## src/rtl/uart_pkg.sv

```systemverilog
// Shared types and helpers for the configurable UART transmitter.
// FSM states, parity/stop encodings, parity and stop-length functions.
package uart_pkg;

  typedef enum logic [2:0] {
    ST_IDLE,
    ST_START,
    ST_DATA,
    ST_PARITY,
    ST_STOP,
    ST_BREAK
  } tx_state_t;

  typedef enum logic [1:0] {
    PAR_NONE,
    PAR_EVEN,
    PAR_ODD,
    PAR_RSVD
  } parity_t;

  typedef enum logic [1:0] {
    STOP_1,
    STOP_1P5,
    STOP_2,
    STOP_2B
  } stop_t;

  // XOR of the low (nbits+5) bits; inverted for odd parity.
  function automatic logic par_calc(
    input logic [7:0] data,
    input logic [1:0] nbits,
    input parity_t    mode
  );
    logic p;
    p = 1'b0;
    for (int i = 0; i < 8; i++) begin
      if (i <= int'(nbits) + 4) p = p ^ data[i];
    end
    return (mode == PAR_ODD) ? ~p : p;
  endfunction

  function automatic int stop_ticks(
    input stop_t sel,
    input int    ovs
  );
    int r;
    unique case (sel)
      STOP_1:   r = ovs;
      STOP_1P5: r = (3 * ovs) / 2;
      default:  r = 2 * ovs;
    endcase
    return r;
  endfunction

endpackage

```

## src/rtl/uart_tx_cfg.sv

```systemverilog
// UART transmitter: 5-8 data bits, none/even/odd parity, 1/1.5/2 stop, CTS, break.
// Ports: clk, reset(n), s_tick, din, tx_start, cfg, cts_en/cts_n, brk -> tx_ready, tx_done_tick, tx.
module uart_tx_cfg
  import uart_pkg::*;
#(
  parameter int OVS   = 16,
  parameter int DIN_W = 8
) (
  input  logic             clk,
  input  logic             reset,
  input  logic             s_tick,
  input  logic [DIN_W-1:0] din,
  input  logic             tx_start,
  input  logic [1:0]       data_bits,
  input  logic [1:0]       parity,
  input  logic [1:0]       stop_sel,
  input  logic             cts_en,
  input  logic             cts_n,
  input  logic             brk,
  output logic             tx_ready,
  output logic             tx_done_tick,
  output logic             tx
);

  localparam int SW = $clog2(2 * OVS);

  tx_state_t        state_q, state_d;
  logic [SW-1:0]    s_q, s_d;
  logic [2:0]       n_q, n_d;
  logic [DIN_W-1:0] b_q, b_d;
  logic [1:0]       nd_q, nd_d;
  parity_t          par_q, par_d;
  logic             pbit_q, pbit_d;
  stop_t            stop_q, stop_d;
  logic             tx_q, tx_d;
  logic             done_q, done_d;
  logic             alive_q;

  logic [SW-1:0] bit_lim;
  logic [SW-1:0] stop_lim;
  logic [2:0]    ndm1;
  logic          has_par;
  logic          s_last;

  assign bit_lim  = SW'(OVS - 1);
  assign stop_lim = SW'(stop_ticks(stop_q, OVS) - 1);
  assign ndm1     = 3'(nd_q) + 3'd4;
  assign has_par  = (par_q == PAR_EVEN) || (par_q == PAR_ODD);
  assign s_last   = (s_q == bit_lim);

  // alive_q holds ready low for the whole reset period.
  assign tx_ready = alive_q & (state_q == ST_IDLE) & ~brk
                  & ~(cts_en & cts_n);

  assign tx           = tx_q;
  assign tx_done_tick = done_q;

  always_comb begin
    state_d = state_q;
    s_d     = s_q;
    n_d     = n_q;
    b_d     = b_q;
    nd_d    = nd_q;
    par_d   = par_q;
    pbit_d  = pbit_q;
    stop_d  = stop_q;
    tx_d    = tx_q;
    done_d  = 1'b0;
    unique case (state_q)
      ST_IDLE: begin
        s_d  = '0;
        n_d  = '0;
        tx_d = 1'b1;
        if (brk) begin
          state_d = ST_BREAK;
          tx_d    = 1'b0;
        end else if (tx_start && tx_ready) begin
          state_d = ST_START;
          b_d     = din;
          nd_d    = data_bits;
          par_d   = parity_t'(parity);
          stop_d  = stop_t'(stop_sel);
          pbit_d  = par_calc(din, data_bits, parity_t'(parity));
          tx_d    = 1'b0;
        end
      end
      ST_START: begin
        if (s_tick) begin
          if (s_last) begin
            state_d = ST_DATA;
            s_d     = '0;
            n_d     = '0;
            tx_d    = b_q[0];
          end else begin
            s_d = s_q + 1'b1;
          end
        end
      end
      ST_DATA: begin
        if (s_tick) begin
          if (s_last) begin
            s_d = '0;
            b_d = b_q >> 1;
            if (n_q == ndm1) begin
              if (has_par) begin
                state_d = ST_PARITY;
                tx_d    = pbit_q;
              end else begin
                state_d = ST_STOP;
                tx_d    = 1'b1;
              end
            end else begin
              n_d  = n_q + 3'd1;
              tx_d = b_q[1];
            end
          end else begin
            s_d = s_q + 1'b1;
          end
        end
      end
      ST_PARITY: begin
        if (s_tick) begin
          if (s_last) begin
            state_d = ST_STOP;
            s_d     = '0;
            tx_d    = 1'b1;
          end else begin
            s_d = s_q + 1'b1;
          end
        end
      end
      ST_STOP: begin
        tx_d = 1'b1;
        if (s_tick) begin
          if (s_q == stop_lim) begin
            state_d = ST_IDLE;
            s_d     = '0;
            done_d  = 1'b1;
          end else begin
            s_d = s_q + 1'b1;
          end
        end
      end
      ST_BREAK: begin
        tx_d = 1'b0;
        if (!brk) begin
          state_d = ST_IDLE;
          tx_d    = 1'b1;
        end
      end
      default: begin
        state_d = ST_IDLE;
        tx_d    = 1'b1;
      end
    endcase
  end

  always_ff @(posedge clk or negedge reset) begin
    if (!reset) begin
      state_q <= ST_IDLE;
      s_q     <= '0;
      n_q     <= '0;
      b_q     <= '0;
      nd_q    <= '0;
      par_q   <= PAR_NONE;
      pbit_q  <= 1'b0;
      stop_q  <= STOP_1;
      tx_q    <= 1'b1;
      done_q  <= 1'b0;
      alive_q <= 1'b0;
    end else begin
      state_q <= state_d;
      s_q     <= s_d;
      n_q     <= n_d;
      b_q     <= b_d;
      nd_q    <= nd_d;
      par_q   <= par_d;
      pbit_q  <= pbit_d;
      stop_q  <= stop_d;
      tx_q    <= tx_d;
      done_q  <= done_d;
      alive_q <= 1'b1;
    end
  end

endmodule

```

## config.mk

```make
export PLATFORM = sky130hd
export DESIGN_NAME = uart_tx_cfg
export DESIGN_NICKNAME = d
export VERILOG_FILES = /design/src/rtl/uart_pkg.sv /design/src/rtl/uart_tx_cfg.sv
export SDC_FILE = /design/constraint.sdc
export NUM_CORES = 1
export LEC_CHECK = 0
export BUFFER_PORTS_ARGS = -buffer_cell sky130_fd_sc_hd__buf_4
export CAP_MARGIN = 30
export CORE_ASPECT_RATIO = 0.75
export CORE_MARGIN = 2
export CORE_UTILIZATION = 30
export CTS_CLUSTER_DIAMETER = 120
export DETAILED_ROUTE_END_ITERATION = 8
export HOLD_SLACK_MARGIN = 0.08
export PLACE_DENSITY_LB_ADDON = 0.08
export REMOVE_ABC_BUFFERS = 1
export SETUP_SLACK_MARGIN = 0.05
export SYNTH_ARGS = -nofsm -noshare
export SYNTH_HDL_FRONTEND = slang
export SYNTH_SLANG_ARGS = --single-unit
```

## constraint.sdc

```tcl
create_clock -name clk -period 3.2 [get_ports clk]
set_input_delay 0.32 -clock clk [delete_from_list [all_inputs] [get_ports clk]]
set_output_delay 0.32 -clock clk [all_outputs]
set_load 0.01 [all_outputs]
```

==> summary.md, run 1 <==
| Metric | Value |
|---|---|
| Synth Instances | `175` |
| Max Clock Freq | `0.447 GHz` |
| Ant diodes | `0` |
| CTS tree | `built` |
| Hold Crit Class | `input port to flop` |
| DR DRC count | `0` |
| Post-synthesis compound-gate area fraction | `18.3%` |
| Final hold vios | `0` |
| Slew Limit Fails | `0` |
| Area contributors post-synth | `dfrtp_1, mux2_2, o21ai_0, ha_1, xnor3_1` |
| CTS buffer count | `5` |
| Largest family of logic cells by synthesized area | `compound AO/OA/AOI/OAI gates` |
| H-tree levels | `2` |
| Seq/Total Area, Yosys | `39.6%` |
| Core region area | `5860 µm²` |
| Vias per inst | `5.01` |
| Post-synthesis mux area share | `approximately 14%` |
| Ys flop type | `dfrtp_1` |
| Adder-cell share of the synthesized area | `2.73%` |
| Post-Layout Cell Count | `around 280` |
| Setup_tns | `0 ns` |
| Io pins | `24` |
| Synthesized area per cell | `roughly 10 µm²` |
| Final instance area | `2150 µm²` |
| Layout cells sized above 1 | `31.0%` |
| Max cap viols | `0` |
| Synth async-reset ratio | `100%` |
| Area leader, netlist | `dfrtp_1` |
| First-pass GRT wire length | `7130 µm` |
| Max Buffers Root-to-Sink | `2` |
| Die ar. | `6760 µm²` |
| Synth warnings | `0` |
| Req. time, crit path | `about 3.4 ns` |
| All-Layer GR Usage | `13.9%` |
| Most frequent cells after synthesis | `dfrtp_1, mux2_2, o21ai_0` |
| Antenna violations before repair | `0` |
| Setup bufs post-CTS | `0` |
| Chip height | `a little over 70 µm` |
| Antenna-violating nets left | `0` |
| Clock Tree Root | `clkbuf_8` |
| Area grow syn2layout | `17.1%` |
| Outcome | `completed` |
| Vias in the first global route | `1433` |
| Via count | `1393` |
| Worst setup margin | `0.962 ns` |
| XOR/XNOR Fraction of Synth Area | `5.32%` |
| Filler cells | `591` |
| Area fraction of the dominant cell type after synthesis | `38.2%` |
| Leakage power | `0.000965 µW` |
| Largest net degree at the start of global routing | `30` |
| Wire per inst | `15.2 µm` |
| Min Tclk post-route | `2.24 ns` |
| Post-Route WL | `4240 µm` |
| Row cnt | `24` |
| Post-Syn Area | `1830 µm²` |
| Most common cell in the netlist | `dfrtp_1` |
| Netlist cell types | `53` |
| PD cells | `657 nW/µm²` |
| CP arrival | `between 2 and 2.5 ns` |
| CTS clk-pin slew, worst paths | `0.06 ns` |
| Clk sinks | `29` |
| Clock Skews | `0.00359 ns` |
| Critical-path maximum fanout | `7` |
| Fin crit share | `a little over two thirds` |
| Initial Utilization | `31.3%` |
| Min Hold Slack | `0.268 ns` |
| Iter 0 DRT Violations | `62` |
| Post-CTS resize count | `0` |
| Clk_lat worst skew | `0.28 ns` |
| CTS Hold Bufs | `1` |
| Post-DP HPWL | `3110 µm` |
| Placed insts | `269` |
| Final setup violation count | `0` |
| Worst Tran Pin Value | `roughly 0.6 ns` |
| Maximum vdd drop | `around 270 µV` |
| Crit Path Class | `flop to flop` |
| Post-synthesis simple-gate area fraction | `15.0%` |
| Pre-antenna DRT Iters | `4` |
| Die Width | `94.3 µm` |
| Placed Area | `2060 µm²` |
| Fin nets | `224` |
| RSZ-0062 raised after global routing | `false` |
| Dpl ws | `between 0.9 and 1 ns` |
| CP Capture Type | `flop` |
| Max-slew headroom | `59.9%` |
| Register bit total from synthesis | `29` |
| Crit path launch type | `flop` |
| Post-synth EDFFs | `0` |
| IO Port Bufs | `23` |
| Global route overflow | `0` |
| Final RePlAce weighted congestion | `0.802` |
==> cell type report <==
type / instances / area (µm²) / share of cell area (%)
clock buffer: 6 / 72.6 / 3.38
clock inverter: 2 / 10.0 / 0.466
inverter: 9 / 33.8 / 1.57
multi-input combinational: 130 / 1020 / 47.7
sequential: 29 / 727 / 33.8
tap: 78 / 97.6 / 4.54
timing repair buffer: 24 / 183 / 8.50
==> flip-flops by register name, indices dropped and copies added (netlist names) <==
register,count
alive_q,1
b_q,8
nd_q,2
n_q,3
par_q,2
s_q,5
stop_q,2
tx,1
pbit_q,1
tx_done_tick,1
state_q,3
==> worst max-delay path: stages (launching register included) <==
cell     delay [ns]
dfrtp_1        0.38
ha_1           0.27
nand3_1        0.14
inv_1          0.08
ha_1           0.23
and2_1         0.19
a32oi_1        0.10
nor2_2         0.35
mux2_2         0.39
==> per-stage QoR <==
step                      util, %  power (µW)
after floorplan                 -         962
after global placement       35.1        1120
after detailed placement     35.1        1120
after CTS                    36.7        1430
after global routing         36.7        1530
final                        36.7        1410
==> cells in the final DEF, fill, tap and decap left out, drive strengths merged, types with 5 or more instances in the layout <==
cell     n
dfrtp   28
buf     23
mux2    22
o21ai   13
nor2    10
inv      9
nand2    8
a21oi    7
clkbuf   6
nor3     5
xnor2    5
a21boi   5
==> report_power, final <==
| part | internal (µW) | switching, µW |
|---|---|---|
| clock | 150 | 145 |
| combinational | 242 | 236 |
| sequential | 502 | 137 |
| total | 894 | 518 |
==> metal layers <==
metal	vias to the layer above	GRT usage [%]	wire length (µm)
met4	0	3.86	32
met2	23	19.9	1770
met3	4	3.58	125
met1	670	20.6	2310
li1	696	-	-
met5	-	0	0
==> kinds of logic after synthesis <==
logic type / Yosys count
AO/OA/AOI/OAI: 48
XOR/XNOR: 8
adder cells (fa/ha/maj): 4
buffers and inverters: 16
flip-flops: 29
multiplexers: 23
other: 1
AND/OR/NAND/NOR: 46
==> final timing paths <==
check                                   startpoint                     to  slack, ns  cells past startpoint
worst max-delay path            s_q[0]$_DFFE_PN0P_     b_q[6]$_DFFE_PN0P_       0.96                      8
worst min-delay path                   stop_sel[1]  stop_q[1]$_DFFE_PN0P_       0.27                      2
worst max register to register  s_q[0]$_DFFE_PN0P_     b_q[6]$_DFFE_PN0P_       0.96                      8
worst min register to register  b_q[1]$_DFFE_PN0P_     b_q[1]$_DFFE_PN0P_       0.51                      1
max in group asynchronous                    reset         tx$_DFFE_PN1P_       2.37                      2
min in group asynchronous                    reset  stop_q[0]$_DFFE_PN0P_       0.50                      2
Power figures use the tool's default switching activity.
==> inputs of run 2 (changes only) <==
- clock period: 3.2 -> 2.33 ns (I/O delays scaled with it)
==> summary.md, run 2 (synthesis results as in run 1) <==
| Metric | Value |
|---|---|
| Clock Skews | `0.00450 ns (+0.000904 ns)` |
| CTS buffer count | `5 (unchanged)` |
| Clock Tree Root | `clkbuf_8` |
| Iter 0 DRT Violations | `81 (+31%)` |
| Clk sinks | `29 (unchanged)` |
| Antenna violations before repair | `0 (unchanged)` |
| Die ar. | `6760 µm² (unchanged)` |
| CTS clk-pin slew, worst paths | `0.06 ns (about the same)` |
| Ant diodes | `0 (unchanged)` |
| Worst R2R Setup Slack | `0.26 ns (-0.70 ns)` |
| Setup bufs post-CTS | `0 (unchanged)` |
| Most flops, register | `b_q` |
| Core region area | `5860 µm² (unchanged)` |
| Global route overflow | `0 (unchanged)` |
| Most frequent cells in the layout | `dfrtp_1, buf_4, mux2_2, o21ai_0, inv_1` |
| Slew Limit Fails | `0 (unchanged)` |
| Area grow syn2layout | `20.7%` |
| Io pins | `24 (unchanged)` |
| Final RePlAce weighted congestion | `0.825 (+2.9%)` |
| Crit Path Class | `flop to flop` |
| Setup_tns | `0 ns (unchanged)` |
| Biggest regs | `b_q (8), s_q (5)` |
| Req. time, crit path | `2.49 ns (-0.88 ns)` |
| Max Buffers Root-to-Sink | `2 (unchanged)` |
| First-pass GRT wire length | `7530 µm (+5.6%)` |
| Largest net degree at the start of global routing | `30 (unchanged)` |
| IO Port Bufs | `23 (unchanged)` |
| Min Tclk post-route | `2.07 ns (-0.169 ns)` |
| H-tree levels | `2 (unchanged)` |
| Chip height | `71.7 µm (unchanged)` |
| CP Capture Point | `b_q[6]$_DFFE_PN0P_` |
| Via count | `1452 (+4.2%)` |
| Commonest non-fill, non-tap cell in the layout | `dfrtp_1` |
| Vias in the first global route | `1473 (+2.8%)` |
| R2R depth | `8 (unchanged)` |
| CP Capture Type | `flop` |
| Pre-antenna DRT Iters | `4 (unchanged)` |
| RSZ-0062 raised after global routing | `false` |
| Max-slew headroom | `62.6% (+2.6 points)` |
| Wire per inst | `15.3 µm (+0.38%)` |
| Max reg flops | `8 (unchanged)` |
| Max Clock Freq | `0.483 GHz (+8.2%)` |
| Post-DP HPWL | `3240 µm (+4.2%)` |
| Hold Crit Class | `input port to flop` |
| Antenna-violating nets left | `0 (unchanged)` |
| Final setup violation count | `0 (unchanged)` |
| Post-Route WL | `4300 µm (+1.5%)` |
| Layout cells sized above 1 | `33.0% (+2.0 points)` |
| All-Layer GR Usage | `14.4% (+0.58 points)` |
| Dpl ws | `0.104 ns (-0.887 ns)` |
| Worst setup margin | `0.261 ns (-0.701 ns)` |
| Critical path launch point | `s_q[0]$_DFFE_PN0P_` |
| Die Width | `94.3 µm (unchanged)` |
| Row cnt | `24 (unchanged)` |
| DR DRC count | `0 (unchanged)` |
| Critical-path maximum fanout | `7 (unchanged)` |
| Vias per inst | `5.17 (+3.1%)` |
| CP arrival | `2.23 ns (-0.17 ns)` |
| Crit path launch type | `flop` |
| FF-to-FF End | `b_q[6]$_DFFE_PN0P_` |
| CTS tree | `built` |
| PD cells | `949 nW/µm² (+44%)` |
| Fin nets | `227 (+1.3%)` |
| Crit Reg-Reg Startpoint | `s_q[0]$_DFFE_PN0P_` |
| Final hold vios | `0 (unchanged)` |
| Leakage power | `0.000991 µW (+2.6%)` |
| Fin crit share | `88.8% (+19 points)` |
| Initial Utilization | `31.3% (unchanged)` |
| Clk_lat worst skew | `0.28 ns (about the same)` |
| Max cap viols | `0 (unchanged)` |
| Outcome | `completed` |
| Maximum vdd drop | `411 µV (+52%)` |
| Worst Tran Pin Value | `0.560 ns (-0.0403 ns)` |
[run 2: cell types whose count changed in the layout (fill, tap and decap cells not counted), sizes merged]
cell and change:
bufinv +1, clkinv -2, clkbuf +1, buf +3
[run 2: per-layer routing]
metal / vias to the layer above / part of all wire [%] / GRT usage (%)
met3: 4 / 3.9 / 3.58
li1: 707 / - / -
met5: - / 0 / 0
met4: 0 / 0.49 / 3.38
met2: 37 / 42 / 20.1
met1: 704 / 54 / 22.3
[run 2: how the worst min path moves through the flow]
stage,slack (ns),depth (start not counted),endpoint,from
after global routing,0.18,2,stop_q[1]$_DFFE_PN0P_,stop_sel[1]
after detailed placement,0.19,1,stop_q[0]$_DFFE_PN0P_,reset
after global placement,0.18,1,stop_q[0]$_DFFE_PN0P_,reset
after CTS,0.18,2,stop_q[1]$_DFFE_PN0P_,stop_sel[1]
final,0.19,2,stop_q[1]$_DFFE_PN0P_,stop_sel[1]
after floorplan,-0.06,0,alive_q$_DFF_PN0_,reset
[run 2: final cells by class]
type | instances | area [µm²]
flip-flops and latches | 29 | 727
well taps | 78 | 97.6
repair buffers | 27 | 205
clock inverters | 1 | 30.0
inverters | 9 | 33.8
fillers | 607 | 3640
clock buffers | 7 | 86.3
multi-input cells | 130 | 1030
[run 2: worst max-delay path, stage by stage, from the launching register on]
cell and delay, ns:
dfrtp_1 0.38, ha_2 0.26, nand3_1 0.12, inv_1 0.08, ha_2 0.21, and2_1 0.17, a32oi_1 0.11, nor2_4 0.25
mux2_2 0.37
[run 2: report_power, final]
part           internal (µW)  total, µW  switching, µW
registers                690        864            174
clock network            348        539            190
logic                    347        699            352
[run 2: metrics by stage]
step           std cells  total power (µW)  instance area [µm²]  utilization, %  hold WS (ns)
3_5_place_dp         272              1560                 2080            35.5         0.190
2_1_floorplan        168              1320                 1790               -       -0.0626
6_report             281              2100                 2210            37.8         0.187
5_1_grt              281              2270                 2210            37.8         0.183
4_1_cts              281              2120                 2200            37.6         0.176
3_3_place_gp         272              1550                 2080            35.5         0.184
[run 2: timing repair]
item                                   4_1_cts  5_1_grt
hold buffers                                 1        0
endpoints found under the hold margin       28        0
resized for setup                            0        4
setup endpoints to repair                    0        8
